--- src/rtl/html_token_parser.sv ---
// Character-stream HTML lexer: requests one character at a time from the reader and
// emits OPEN_TAG / CLOSE_TAG / ATTR / TEXT / END tokens to the layout stage.
module html_token_parser #(
  parameter int CHAR_W       = 8,
  parameter int MAX_NAME     = 4,
  parameter int START_IN_TAG = 1
) (
  input  logic                  clock,
  input  logic                  resetn,
  input  logic                  parse_enable,
  output logic                  state_enable,
  input  logic [CHAR_W-1:0]     char,
  input  logic                  has_finished,
  output logic                  token_valid,
  input  logic                  token_ready,
  output logic [2:0]            token_type,
  output logic [8*MAX_NAME-1:0] token_name,
  output logic [7:0]            token_value,
  output logic [CHAR_W-1:0]     token_char,
  output logic                  parse_error,
  output logic                  done,
  output logic [1:0]            dbg_fetch_state,
  output logic [2:0]            dbg_lex_mode
);
  localparam int NAME_W = 8 * MAX_NAME;
  localparam int LEN_W  = $clog2(MAX_NAME + 1);

  localparam logic [2:0] TT_OPEN  = 3'd0;
  localparam logic [2:0] TT_CLOSE = 3'd1;
  localparam logic [2:0] TT_ATTR  = 3'd2;
  localparam logic [2:0] TT_TEXT  = 3'd3;
  localparam logic [2:0] TT_END   = 3'd4;

  localparam logic [CHAR_W-1:0] C_LT = CHAR_W'(8'h3C);
  localparam logic [CHAR_W-1:0] C_GT = CHAR_W'(8'h3E);
  localparam logic [CHAR_W-1:0] C_SL = CHAR_W'(8'h2F);
  localparam logic [CHAR_W-1:0] C_EQ = CHAR_W'(8'h3D);
  localparam logic [CHAR_W-1:0] C_SP = CHAR_W'(8'h20);
  localparam logic [CHAR_W-1:0] C_D0 = CHAR_W'(8'h30);
  localparam logic [CHAR_W-1:0] C_D9 = CHAR_W'(8'h39);

  typedef enum logic [1:0] {F_REQ, F_WAIT, F_EMIT, F_DONE} fetch_e;
  typedef enum logic [2:0] {M_TEXT, M_TAG_OPEN, M_TAG_NAME, M_ATTR_WAIT,
                            M_ATTR_NAME, M_ATTR_VALUE, M_CLOSE_NAME} mode_e;

  localparam mode_e RST_MODE = (START_IN_TAG != 0) ? M_TAG_OPEN : M_TEXT;

  fetch_e              r_fetch, w_fetch_nxt;
  mode_e               r_mode, w_mode_nxt;
  logic [NAME_W-1:0]   r_name, w_name_nxt, w_app_name;
  logic [LEN_W-1:0]    r_name_len, w_len_nxt, w_app_len;
  logic [7:0]          r_value, w_value_nxt, w_value_sat;
  logic [11:0]         w_value_calc;
  logic                r_run;
  logic                r_tok_valid, w_tok_valid_nxt;
  logic [2:0]          r_tok_type, w_tok_type_nxt, w_tok_type;
  logic [NAME_W-1:0]   r_tok_name, w_tok_name_nxt;
  logic [7:0]          r_tok_value, w_tok_value_nxt;
  logic [CHAR_W-1:0]   r_tok_char, w_tok_char_nxt;
  logic                r_err, w_err_nxt;
  logic                r_done, w_done_nxt;
  logic                w_emit, w_is_digit, w_state_enable;

  // Names keep only the first MAX_NAME characters; later ones are dropped silently.
  always_comb begin
    w_app_name = r_name;
    w_app_len  = r_name_len;
    if (int'(r_name_len) < MAX_NAME) begin
      w_app_name[NAME_W-1-8*int'(r_name_len) -: 8] = char[7:0];
      w_app_len = r_name_len + LEN_W'(1);
    end
  end

  assign w_is_digit   = (char >= C_D0) && (char <= C_D9);
  assign w_value_calc = 12'(r_value) * 12'd10 + {8'd0, char[3:0]};
  assign w_value_sat  = (w_value_calc > 12'd255) ? 8'hFF : w_value_calc[7:0];

  // Token handshake: token_valid rises with stable token fields and holds them
  // until the cycle where token_valid & token_ready are both high.
  always_comb begin
    w_fetch_nxt     = r_fetch;
    w_mode_nxt      = r_mode;
    w_name_nxt      = r_name;
    w_len_nxt       = r_name_len;
    w_value_nxt     = r_value;
    w_err_nxt       = r_err;
    w_done_nxt      = r_done;
    w_tok_valid_nxt = r_tok_valid;
    w_tok_type_nxt  = r_tok_type;
    w_tok_name_nxt  = r_tok_name;
    w_tok_value_nxt = r_tok_value;
    w_tok_char_nxt  = r_tok_char;
    w_state_enable  = 1'b0;
    w_emit          = 1'b0;
    w_tok_type      = TT_TEXT;
    case (r_fetch)
      F_REQ: begin
        if (parse_enable && r_run) begin
          w_state_enable = 1'b1;
          w_fetch_nxt    = F_WAIT;
        end
      end
      F_WAIT: begin
        if (has_finished) begin
          w_emit     = 1'b1;
          w_tok_type = TT_END;
          if (r_mode != M_TEXT) w_err_nxt = 1'b1;
        end else begin
          case (r_mode)
            M_TEXT: begin
              if (char == C_LT) begin
                w_mode_nxt = M_TAG_OPEN;
                w_name_nxt = '0;
                w_len_nxt  = '0;
              end else begin
                w_emit     = 1'b1;
                w_tok_type = TT_TEXT;
              end
            end
            M_TAG_OPEN: begin
              if (char == C_SL) w_mode_nxt = M_CLOSE_NAME;
              else if (char == C_GT) begin
                w_err_nxt  = 1'b1;
                w_mode_nxt = M_TEXT;
              end else begin
                w_name_nxt = w_app_name;
                w_len_nxt  = w_app_len;
                w_mode_nxt = M_TAG_NAME;
              end
            end
            M_TAG_NAME: begin
              if (char == C_SP || char == C_GT) begin
                w_emit     = 1'b1;
                w_tok_type = TT_OPEN;
                w_mode_nxt = (char == C_SP) ? M_ATTR_WAIT : M_TEXT;
              end else begin
                w_name_nxt = w_app_name;
                w_len_nxt  = w_app_len;
              end
            end
            M_ATTR_WAIT: begin
              if (char == C_GT) w_mode_nxt = M_TEXT;
              else if (char == C_EQ) w_err_nxt = 1'b1;
              else if (char != C_SP) begin
                w_name_nxt = {char[7:0], {(NAME_W-8){1'b0}}};
                w_len_nxt  = LEN_W'(1);
                w_mode_nxt = M_ATTR_NAME;
              end
            end
            M_ATTR_NAME: begin
              if (char == C_EQ) begin
                w_value_nxt = '0;
                w_mode_nxt  = M_ATTR_VALUE;
              end else if (char == C_GT) begin
                w_err_nxt  = 1'b1;
                w_mode_nxt = M_TEXT;
              end else begin
                w_name_nxt = w_app_name;
                w_len_nxt  = w_app_len;
              end
            end
            M_ATTR_VALUE: begin
              if (w_is_digit) w_value_nxt = w_value_sat;
              else if (char == C_SP || char == C_GT) begin
                w_emit     = 1'b1;
                w_tok_type = TT_ATTR;
                w_mode_nxt = (char == C_SP) ? M_ATTR_WAIT : M_TEXT;
              end else w_err_nxt = 1'b1;
            end
            M_CLOSE_NAME: begin
              if (char == C_GT) begin
                w_emit     = 1'b1;
                w_tok_type = TT_CLOSE;
                w_mode_nxt = M_TEXT;
              end else begin
                w_name_nxt = w_app_name;
                w_len_nxt  = w_app_len;
              end
            end
            default: w_mode_nxt = M_TEXT;
          endcase
        end
        w_fetch_nxt = w_emit ? F_EMIT : F_REQ;
        if (w_emit) begin
          w_tok_valid_nxt = 1'b1;
          w_tok_type_nxt  = w_tok_type;
          w_tok_name_nxt  = (w_tok_type == TT_TEXT || w_tok_type == TT_END) ? '0 : r_name;
          w_tok_value_nxt = (w_tok_type == TT_ATTR) ? r_value : 8'd0;
          w_tok_char_nxt  = (w_tok_type == TT_TEXT) ? char : '0;
        end
      end
      F_EMIT: begin
        if (token_ready) begin
          w_tok_valid_nxt = 1'b0;
          if (r_tok_type == TT_END) begin
            w_fetch_nxt = F_DONE;
            w_done_nxt  = 1'b1;
          end else begin
            w_fetch_nxt = F_REQ;
          end
        end
      end
      default: ;
    endcase
  end

  always_ff @(posedge clock or negedge resetn) begin
    if (!resetn) begin
      r_fetch     <= F_REQ;
      r_mode      <= RST_MODE;
      r_name      <= '0;
      r_name_len  <= '0;
      r_value     <= '0;
      r_run       <= 1'b0;
      r_tok_valid <= 1'b0;
      r_tok_type  <= TT_OPEN;
      r_tok_name  <= '0;
      r_tok_value <= '0;
      r_tok_char  <= '0;
      r_err       <= 1'b0;
      r_done      <= 1'b0;
    end else begin
      r_fetch     <= w_fetch_nxt;
      r_mode      <= w_mode_nxt;
      r_name      <= w_name_nxt;
      r_name_len  <= w_len_nxt;
      r_value     <= w_value_nxt;
      r_run       <= 1'b1;
      r_tok_valid <= w_tok_valid_nxt;
      r_tok_type  <= w_tok_type_nxt;
      r_tok_name  <= w_tok_name_nxt;
      r_tok_value <= w_tok_value_nxt;
      r_tok_char  <= w_tok_char_nxt;
      r_err       <= w_err_nxt;
      r_done      <= w_done_nxt;
    end
  end

  assign state_enable    = w_state_enable;
  assign token_valid     = r_tok_valid;
  assign token_type      = r_tok_type;
  assign token_name      = r_tok_name;
  assign token_value     = r_tok_value;
  assign token_char      = r_tok_char;
  assign parse_error     = r_err;
  assign done            = r_done;
  assign dbg_fetch_state = r_fetch;
  assign dbg_lex_mode    = r_mode;
endmodule

--- config.mk ---
export PLATFORM = sky130hd
export DESIGN_NAME = html_token_parser
export DESIGN_NICKNAME = d
export VERILOG_FILES = /design/src/rtl/html_token_parser.sv
export SDC_FILE = /design/constraint.sdc
export NUM_CORES = 1
export LEC_CHECK = 0
export CAP_MARGIN = 30
export CORE_MARGIN = 2
export CORE_UTILIZATION = 50
export CTS_CLUSTER_SIZE = 8
export DETAILED_ROUTE_END_ITERATION = 12
export MAX_ROUTING_LAYER = met4
export PLACE_DENSITY = 0.74
export SETUP_SLACK_MARGIN = 0.02
export SLEW_MARGIN = 20
export SYNTH_ARGS = -nofsm -noshare
export SYNTH_HDL_FRONTEND = slang
export SYNTH_SLANG_ARGS = --single-unit
--- constraint.sdc ---
create_clock -name clock -period 2.5 [get_ports clock]
set_input_delay 0.375 -clock clock [delete_from_list [all_inputs] [get_ports clock]]
set_output_delay 0.375 -clock clock [all_outputs]
set_load 0.1 [all_outputs]
# After elaboration in Yosys (flattened, before gate mapping)

Index checks and enable logic that the tools add are counted.

Logic and storage cells: 159
Register bits: 103
Output and inout port bits: 60

Shift-type cells: 2
Multipliers: 1
Add/subtract/negate cells: 4
Multiplexer cells: 74
Equal/unequal tests: 40
Bitwise operators: 1
$lt $le $gt $ge: 4
Reduce and logical (&&, ||, !) cells: 20

Operators with widths:

| kind                      | count |
|---|---|
| $mux W32                  | 10 |
| $pmux W32 S6              | 1 |
| $mux W3                   | 20 |
| $eq A8 B6 Y1 const B      | 5 |
| $mux W8                   | 5 |
| $shift A8 B33 Y39 const A | 1 |
| $shiftx A8 B33 Y39        | 1 |
| $neg A7 Y33               | 1 |
| $bwmux W32                | 1 |
| $ne A2 B2 Y1 const B      | 13 |
| $ne A3 B3 Y1 const B      | 8 |
| $mux W1                   | 21 |
| $pmux W3 S7               | 1 |
| $pmux W3 S6               | 1 |
| $mux W2                   | 8 |
| $pmux W8 S2               | 1 |
| $eq A3 B3 Y1 const B      | 5 |
| $add A12 B4 Y12           | 1 |
| $eq A3 B2 Y1 const B      | 4 |
| $gt A12 B8 Y1 const B     | 1 |
| $pmux W2 S3               | 2 |
| $mul A8 B3 Y11 const B    | 1 |
| $reduce_and A10 Y1        | 1 |
| $reduce_and A3 Y1         | 3 |
| 25 further kinds          | 30 |

# Logic depth before layout (Yosys ltp)

Gate-level depths: netlist (run 1).

Depth in word-level cells: 10
Mapped depth: 9

# Worst setup path after synthesis (run 1)

No wires, ideal clock.

Path type: reg-to-reg
Start point: reg r_mode[2], in the netlist dbg_lex_mode[2]
End point: reg r_name[0]
Data required time: 2,378 ps
Period minus slack after synthesis: 2,720 ps
Arrival: 2,599 ps
Cell stages (with the launch flop): 9
Setup slack: -220 ps
Cell sequence: dfrtp_1 clkbuf_1 nor4b_1 a32o_1 a21oi_1 nand4_4 nand2b_1 buf_2 a32o_1

Longest elaborated chain between the ends: 3
Elaborated cells between the ends (all ways): 16
Classes of those cells: eq/ne: 12; mux: 1; reduce/logical: 3

RTL lines:

| element                                                             | line | RTL |
|---|---|---|
| start: declaration                                                  | 49   | `mode_e r_mode, w_mode_nxt;` |
| start signal: assignment                                            | 224  | `r_mode <= w_mode_nxt;` |
| $eq A3 B3 Y1, or another cell as far along                          | 109  | `case (r_mode)` |
| $reduce_bool A6 Y1 (no source line) or $ne A2 B2 Y1 (tied branches) | --   |  |
| $reduce_and A10 Y1 (no source line)                                 | --   |  |
| end signal: assignment                                              | 225  | `r_name <= w_name_nxt;` |
| end: declaration                                                    | 50   | `logic [NAME_W-1:0] r_name, w_name_nxt, w_app_name;` |

Several ways; a longest one is shown, not always the timed one.
A chain may end at the register's enable or synchronous reset.

# Worst setup path in the final report (run 1)

Start point: reg r_value[4]
End point: reg r_value[3]

Longest elaborated chain between the ends: 6

RTL lines:

| element                  | line | RTL |
|---|---|---|
| start: declaration       | 52   | `logic [7:0] r_value, w_value_nxt, w_value_sat;` |
| start signal: assignment | 227  | `r_value <= w_value_nxt;` |
| $mul A8 B3 Y11           | 75   | `assign w_value_calc = 12'(r_value) * 12'd10 + {8'd0, char[3:0]};` |
| $add A12 B4 Y12          | 75   |  |
| $gt A12 B8 Y1            | 76   | `assign w_value_sat = (w_value_calc > 12'd255) ? 8'hFF : w_value_calc[7:0];` |
| $mux W8                  | 76   |  |
| $mux W8                  | 163  | `if (w_is_digit) w_value_nxt = w_value_sat;` |
| $pmux W8 S2              | 109  |  |

Every way passes these cells. The select of a mux whose other input is x is not followed.

==> metrics.txt, run 1 <==
CP required=2.75 ns; worst hold path type=primary input to async pin; Static Leak=0.00315 µW; DRT Wirelength=13.8 mm; Die W=106 µm; fin crit share=101%; flop2flop setup slack=-0.02 ns; Via density=6.05; initial antenna violation count=0; largest cells by area after synthesis=dfrtp_1 49%, a22o_1 6.9%, a32o_1 4.8%; Syn Std Cell Area=0.00520 mm²; first-pass GRT wire length=22.3 mm; clock skew=0.0134 ns; worst path arrival time=2.78 ns; IO Count=73; drt pass-1 iters=5; Worst-Margin Slew=0.649 ns; layout cell share with drive strength beyond 1=32.8%; First DRT Iteration DRCs=416; clk_lat worst skew=0.37 ns; Filler Cell Count=777; total grt overflow=0; pin count of the biggest net entering global routing=52; Final Max Tran Viols=0; I/O Buffers=72; CTS tree=done; Final GP Congestion=0.977; Max Root-Sink Buffers=2; Yosys top cell area share=49.1%; DRC viols=0; Mapped Nets=515; Seq cells post-synth=103; most common library cells after synthesis=102 x dfrtp_1, 41 x a22o_1, 39 x nand2_1; Max Clk Rate=396 MHz; area growth from synthesis to layout=31.2%; FP Rows=37; Root Buffer=clkbuf_8; detailed placer's ending HPWL=10.2 mm; CTS clk-pin slew, worst paths=0.11 ns; Tot GR Track Use=26.0%; Initial Utilization=50.8%; CTS hold repair buffers=0; yosys warns=0; Inserted Clock Buffers=9; async set-reset flop share out of synthesis=100%; status=finished with violations; critical path capture point type=flop; ys flop type=dfrtp_1; Post-synth EDFFs=0; type of the worst setup path=flop to flop; slew margin rel.=56.7%; H-tree lvl count=3; Final Instance Area=0.00682 mm²; placed cell areas=0.00643 mm²; hold slack=0.0216 ns; max cap viols=0; RSZ-0062 raised after global routing=yes; via count=4507; clk sink count=103; CP Max Fanout=8; Die Ht=106 µm; Sequential Area=0.00259 mm²; VDD IR max=877 µV; die area=0.0112 mm²; Syn Area/Cell=10.8 µm²; Yosys cell types=61; failing checks=setup timing; area occupied by multi-input gates=0.00260 mm²; core area=0.0102 mm²; most frequent cell after synthesis=dfrtp_1; CP startpoint kind=flop; # setup viols final=1; # diodes=0; cell count after synthesis=480; Routed WL per cell=18.5 µm; post-synthesis sequential area ratio=49.6%; power density over the cells=986 mW/mm²; largest area contributor in the netlist=dfrtp_1; Final Net Count=639; vias in the first global route=4258; Tmin final=2.52 ns; final worst setup slack=-0.0249 ns; Final Hold Viols=0; Final ANT Viol Nets=0; post-layout util=66.7%; Tot Pwr=6730 µW
[metal layers]
layer | routed length, µm | vias to the layer above | global-route usage, %
met1 | 6430 | 2261 | 38.0
met2 | 6340 | 165 | 37.4
met3 | 814 | 16 | 5.64
met4 | 193 | 0 | 6.48
met5 | 0 | - | -
li1 | - | 2065 | -
[placed cells by master, fill, tap and decap left out, types with 5 or more instances in the layout]
cell type / netlist / final
buf_4: 0 / 135
ha_4: 0 / 5
clkbuf_8: 0 / 10
a32o_1: 25 / 25
xnor2_1: 5 / 5
o21ai_0: 38 / 37
nor2_1: 12 / 12
nand3_1: 6 / 6
dfrtp_1: 102 / 98
a22o_1: 41 / 41
nand2_1: 39 / 37
nor3_1: 7 / 6
inv_1: 7 / 7
ha_1: 20 / 15
nand2b_1: 9 / 7
nand4_1: 14 / 14
clkdlybuf4s50_1: 0 / 11
a21o_1: 8 / 8
a21oi_1: 21 / 18
[layout make-up]
class | count | share of cell area, %
Clock buffer | 10 | 2.02
Tap cell | 136 | 2.49
Sequential cell | 103 | 37.9
Inverter | 7 | 0.385
Multi-Input combinational cell | 333 | 38.1
Clock inverter | 6 | 1.41
Timing Repair Buffer | 150 | 17.6
[sequential cells by signal, indices dropped and copies added (netlist names)]
name / count
r_name: 32
token_name: 32
r_value: 8
token_char: 8
token_value: 8
dbg_lex_mode: 3
r_name_len: 3
token_type: 3
dbg_fetch_state: 2
done: 1
parse_error: 1
r_run: 1
token_valid: 1
[final timing paths]
check,end,depth (start not counted),start
min reg2reg,done,1,done
max,r_value[3],8,r_value[4]
max in group asynchronous,r_name[29],2,resetn
max reg2reg,r_value[3],8,r_value[4]
min,token_name[3],1,resetn
min in group clock,done,1,done
[what timing repair did]
item / in CTS / in global routing
setup endpoints to repair: 8 / 73
pin swaps: 2 / 9
gates resized for setup: 13 / 17
cloned: 0 / 0
buffers inserted: 0 / 0
[power by group]
group | switching [µW] | total (µW) | internal, µW
clock | 598 | 1200 | 606
combinational | 2210 | 3170 | 959
sequential | 337 | 2360 | 2020
[logic make-up after synthesis]
logic type	share of synthesized area, %
AOI/OAI and AO/OA	24.2
xor gates and xnor gates	1.35
adders and majority gates	5.58
buffers and inverters	3.56
DFF	49.6
muxes	0.409
other	0.0721
and+or+nand+nor	15.2
[critical path: stages, from the launching register on]
cell and delay, ns:
dfrtp_1 0.47, ha_1 0.33, ha_1 0.34, o21ai_2 0.16, a31oi_2 0.06, xor2_1 0.16, or4_4 0.57, a211oi_2 0.25
a22oi_1 0.09
[stage by stage]
stage,TNS [ns],worst slack [ns],instances
3_3_place_gp,-18.79,-0.261,729
5_1_grt,-0.326,-0.0705,745
3_5_place_dp,-23.45,-0.326,729
6_report,-0.0249,-0.0249,745
4_1_cts,0,0.00408,745
2_1_floorplan,0,0.0385,480
Note: power is estimated with default switching activity, not from simulation.
==> run 2: changes to the inputs <==
--- a/config.mk
+++ b/config.mk
@@ -6,7 +6,7 @@
 export NUM_CORES = 1
 export LEC_CHECK = 0
 export CAP_MARGIN = 30
-export CORE_MARGIN = 2
+export CORE_MARGIN = 4
 export CORE_UTILIZATION = 50
 export CTS_CLUSTER_SIZE = 8
 export DETAILED_ROUTE_END_ITERATION = 12
==> run 2 against run 1 <==
Net effect: the flow now finishes without violations; routed wire length rose by 3.2%; clock power fell by 11%; clock skew fell by 0.0050 ns; critical endpoint is now r_value[5]; largest cell class unchanged; highest routed layer unchanged.
==> metrics.txt, run 2 (synthesized netlist as in run 1, its figures left out) <==
power density over the cells=966 mW/mm² (was 986 mW/mm²); area growth from synthesis to layout=32.4% (was 31.2%); FP Rows=36 (was 37); layout cell share with drive strength beyond 1=33.8% (was 32.8%); Inserted Clock Buffers=9 (unchanged); Final ANT Viol Nets=0 (unchanged); H-tree lvl count=3 (unchanged); Root Buffer=clkbuf_8 (unchanged); VDD IR max=1040 µV (was 877 µV); worst path cell trace=ha_1, ha_4, fa_2, nand2_2, or3_4, a211o_1, nand2_4, a22oi_1 (was ha_1, ha_1, o21ai_2, a31oi_2, xor2_1, or4_4, a211oi_2, a22oi_1); status=finished clean (was finished with violations); CP required=2.76 ns (was 2.75 ns); Final Hold Viols=0 (unchanged); core area=0.00995 mm² (was 0.0102 mm²); pin count of the biggest net entering global routing=68 (was 52); total grt overflow=0 (unchanged); CP Buf/Inv Count=0 (unchanged); slew margin rel.=60.9% (was 56.7%); clk sink count=103 (unchanged); CTS tree=done (unchanged); Max Clk Rate=404 MHz (was 396 MHz); fin crit share=99.1% (was 101%); worst hold path type=primary input to async pin (unchanged); GRT Max-Usage Layer=met2 (was met1); Max stage delay on crit path=0.55 ns (was 0.57 ns); clk_lat worst skew=0.38 ns (was 0.37 ns); I/O Buffers=72 (unchanged); Final GP Congestion=0.983 (was 0.977); Static Leak=0.00316 µW (was 0.00315 µW); TNS Setup=0 ns (was -0.0249 ns); critical path capture point type=flop (unchanged); First DRT Iteration DRCs=338 (was 416); vias in the first global route=4441 (was 4258); die area=0.0121 mm² (was 0.0112 mm²); initial antenna violation count=0 (unchanged); type of the worst setup path=flop to flop (unchanged); DRC viols=0 (unchanged); max cap viols=0 (unchanged); Tot GR Track Use=25.1% (was 26.0%); Via density=6.08 (was 6.05); Max Root-Sink Buffers=2 (unchanged); IO Count=73 (unchanged); Die Ht=110 µm (was 106 µm); DRT Wirelength=14.2 mm (was 13.8 mm); CP Max Fanout=8 (unchanged); Die W=110 µm (was 106 µm); Initial Utilization=52.2% (was 50.8%); CP startpoint kind=flop (unchanged); M3 GR Usage=4.95% (was 5.64%); detailed placer's ending HPWL=10.3 mm (was 10.2 mm); Worst-Margin Slew=0.584 ns (was 0.649 ns); Routed WL per cell=19.0 µm (was 18.5 µm); clock skew=0.00836 ns (was 0.0134 ns); # diodes=0 (unchanged); most common cell after layout, fill and taps aside=buf_4 (unchanged); CP top delay family=adder cells (unchanged); hold slack=0.437 ns (was 0.0216 ns); drt pass-1 iters=5 (unchanged); Final Net Count=646 (was 639); worst path arrival time=2.73 ns (was 2.78 ns); Final Max Tran Viols=0 (unchanged); met2 Use GR=37.7% (was 37.4%); most frequent cells in the layout=139 x buf_4, 97 x dfrtp_1, 41 x a22o_1 (was 135 x buf_4, 98 x dfrtp_1, 41 x a22o_1); Tmin final=2.48 ns (was 2.52 ns); CTS clk-pin slew, worst paths=0.10 ns (was 0.11 ns); first-pass GRT wire length=22.7 mm (was 22.3 mm); RSZ-0062 raised after global routing=yes (unchanged); via count=4553 (was 4507); met1 Use GR=35.3% (was 38.0%); # setup viols final=0 (was 1); slowest CP cell=fa_2 (was or4_4)
-- run 2: cell count changes in the layout (fill, tap and decap cells not counted), moves of 2 or more --
cell      previous run  this run
a21oi_2              3         6
buf_4              135       139
buf_12               4         6
a22oi_2              0         3
a21oi_1             18        15
clkbuf_1             0         2
a22oi_1              4         1
-- run 2: worst paths after layout --
kind	slack, ns	from	endpoint	cells past startpoint
worst max register to register	0.02	r_value[2]	r_value[5]	8
max in group asynchronous	1.50	resetn	dbg_fetch_state[0]	3
worst max-delay path	0.02	r_value[2]	r_value[5]	8
worst min-delay path	0.44	resetn	r_value[1]	2
min in group clock	0.50	parse_error	parse_error	1
worst min register to register	0.50	parse_error	parse_error	1
-- run 2: through the flow --
step / cells / instance area, µm² / power (µW) / util (%) / worst slack, ns
5_1_grt: 749 / 6890 / 7010 / 69.2 / -0.0368
3_5_place_dp: 728 / 6460 / 5560 / 64.9 / -0.295
2_1_floorplan: 480 / 5210 / 4610 / - / 0.0385
3_3_place_gp: 728 / 6460 / 5470 / 64.9 / -0.259
6_report: 749 / 6890 / 6650 / 69.2 / 0.0229
4_1_cts: 745 / 6710 / 6620 / 67.4 / 0.000205
-- run 2: what timing repair did --
| action | in CTS | in global routing |
|---|---|---|
| pin swaps | 1 | 3 |
| endpoints found under the hold margin | 0 | 17 |
| endpoints found under the setup margin | 8 | 28 |
| buffers inserted | 1 | 2 |
| hold buffers | 0 | 1 |
| gates resized for setup | 12 | 23 |
-- run 2: metal layers --
layer  part of all wire (%)  up-vias
met3                    7.2       22
met2                     47      180
met1                     45     2259
li1                       -     2092
met4                    1.4        0
met5                      0        -
-- run 2: report_power, final --
group          total, µW  switching (µW)  internal, µW
Clock               1070             597           477
Combinational       3210            2210           999
Sequential          2370             345          2020
-- run 2: final cells by class --
| class | count | area, µm² |
|---|---|---|
| Clock inverter | 5 | 66.3 |
| Timing Repair Buffer | 157 | 1280 |
| Multi-Input combinational cell | 333 | 2620 |
| Inverter | 7 | 26.3 |
| Tap cell | 133 | 166 |
| Sequential cell | 103 | 2590 |
| Clock buffer | 11 | 131 |
| Fill cell | 735 | 3070 |
==> run 3: changes to the inputs <==
--- a/config.mk
+++ b/config.mk
@@ -13,7 +13,7 @@
 export MAX_ROUTING_LAYER = met4
 export PLACE_DENSITY = 0.74
 export SETUP_SLACK_MARGIN = 0.02
-export SLEW_MARGIN = 20
+export SLEW_MARGIN = 25
 export SYNTH_ARGS = -nofsm -noshare
 export SYNTH_HDL_FRONTEND = slang
 export SYNTH_SLANG_ARGS = --single-unit
==> results of run 3 <==
No change in the layout: final DEF, timing and power equal those of run 2.
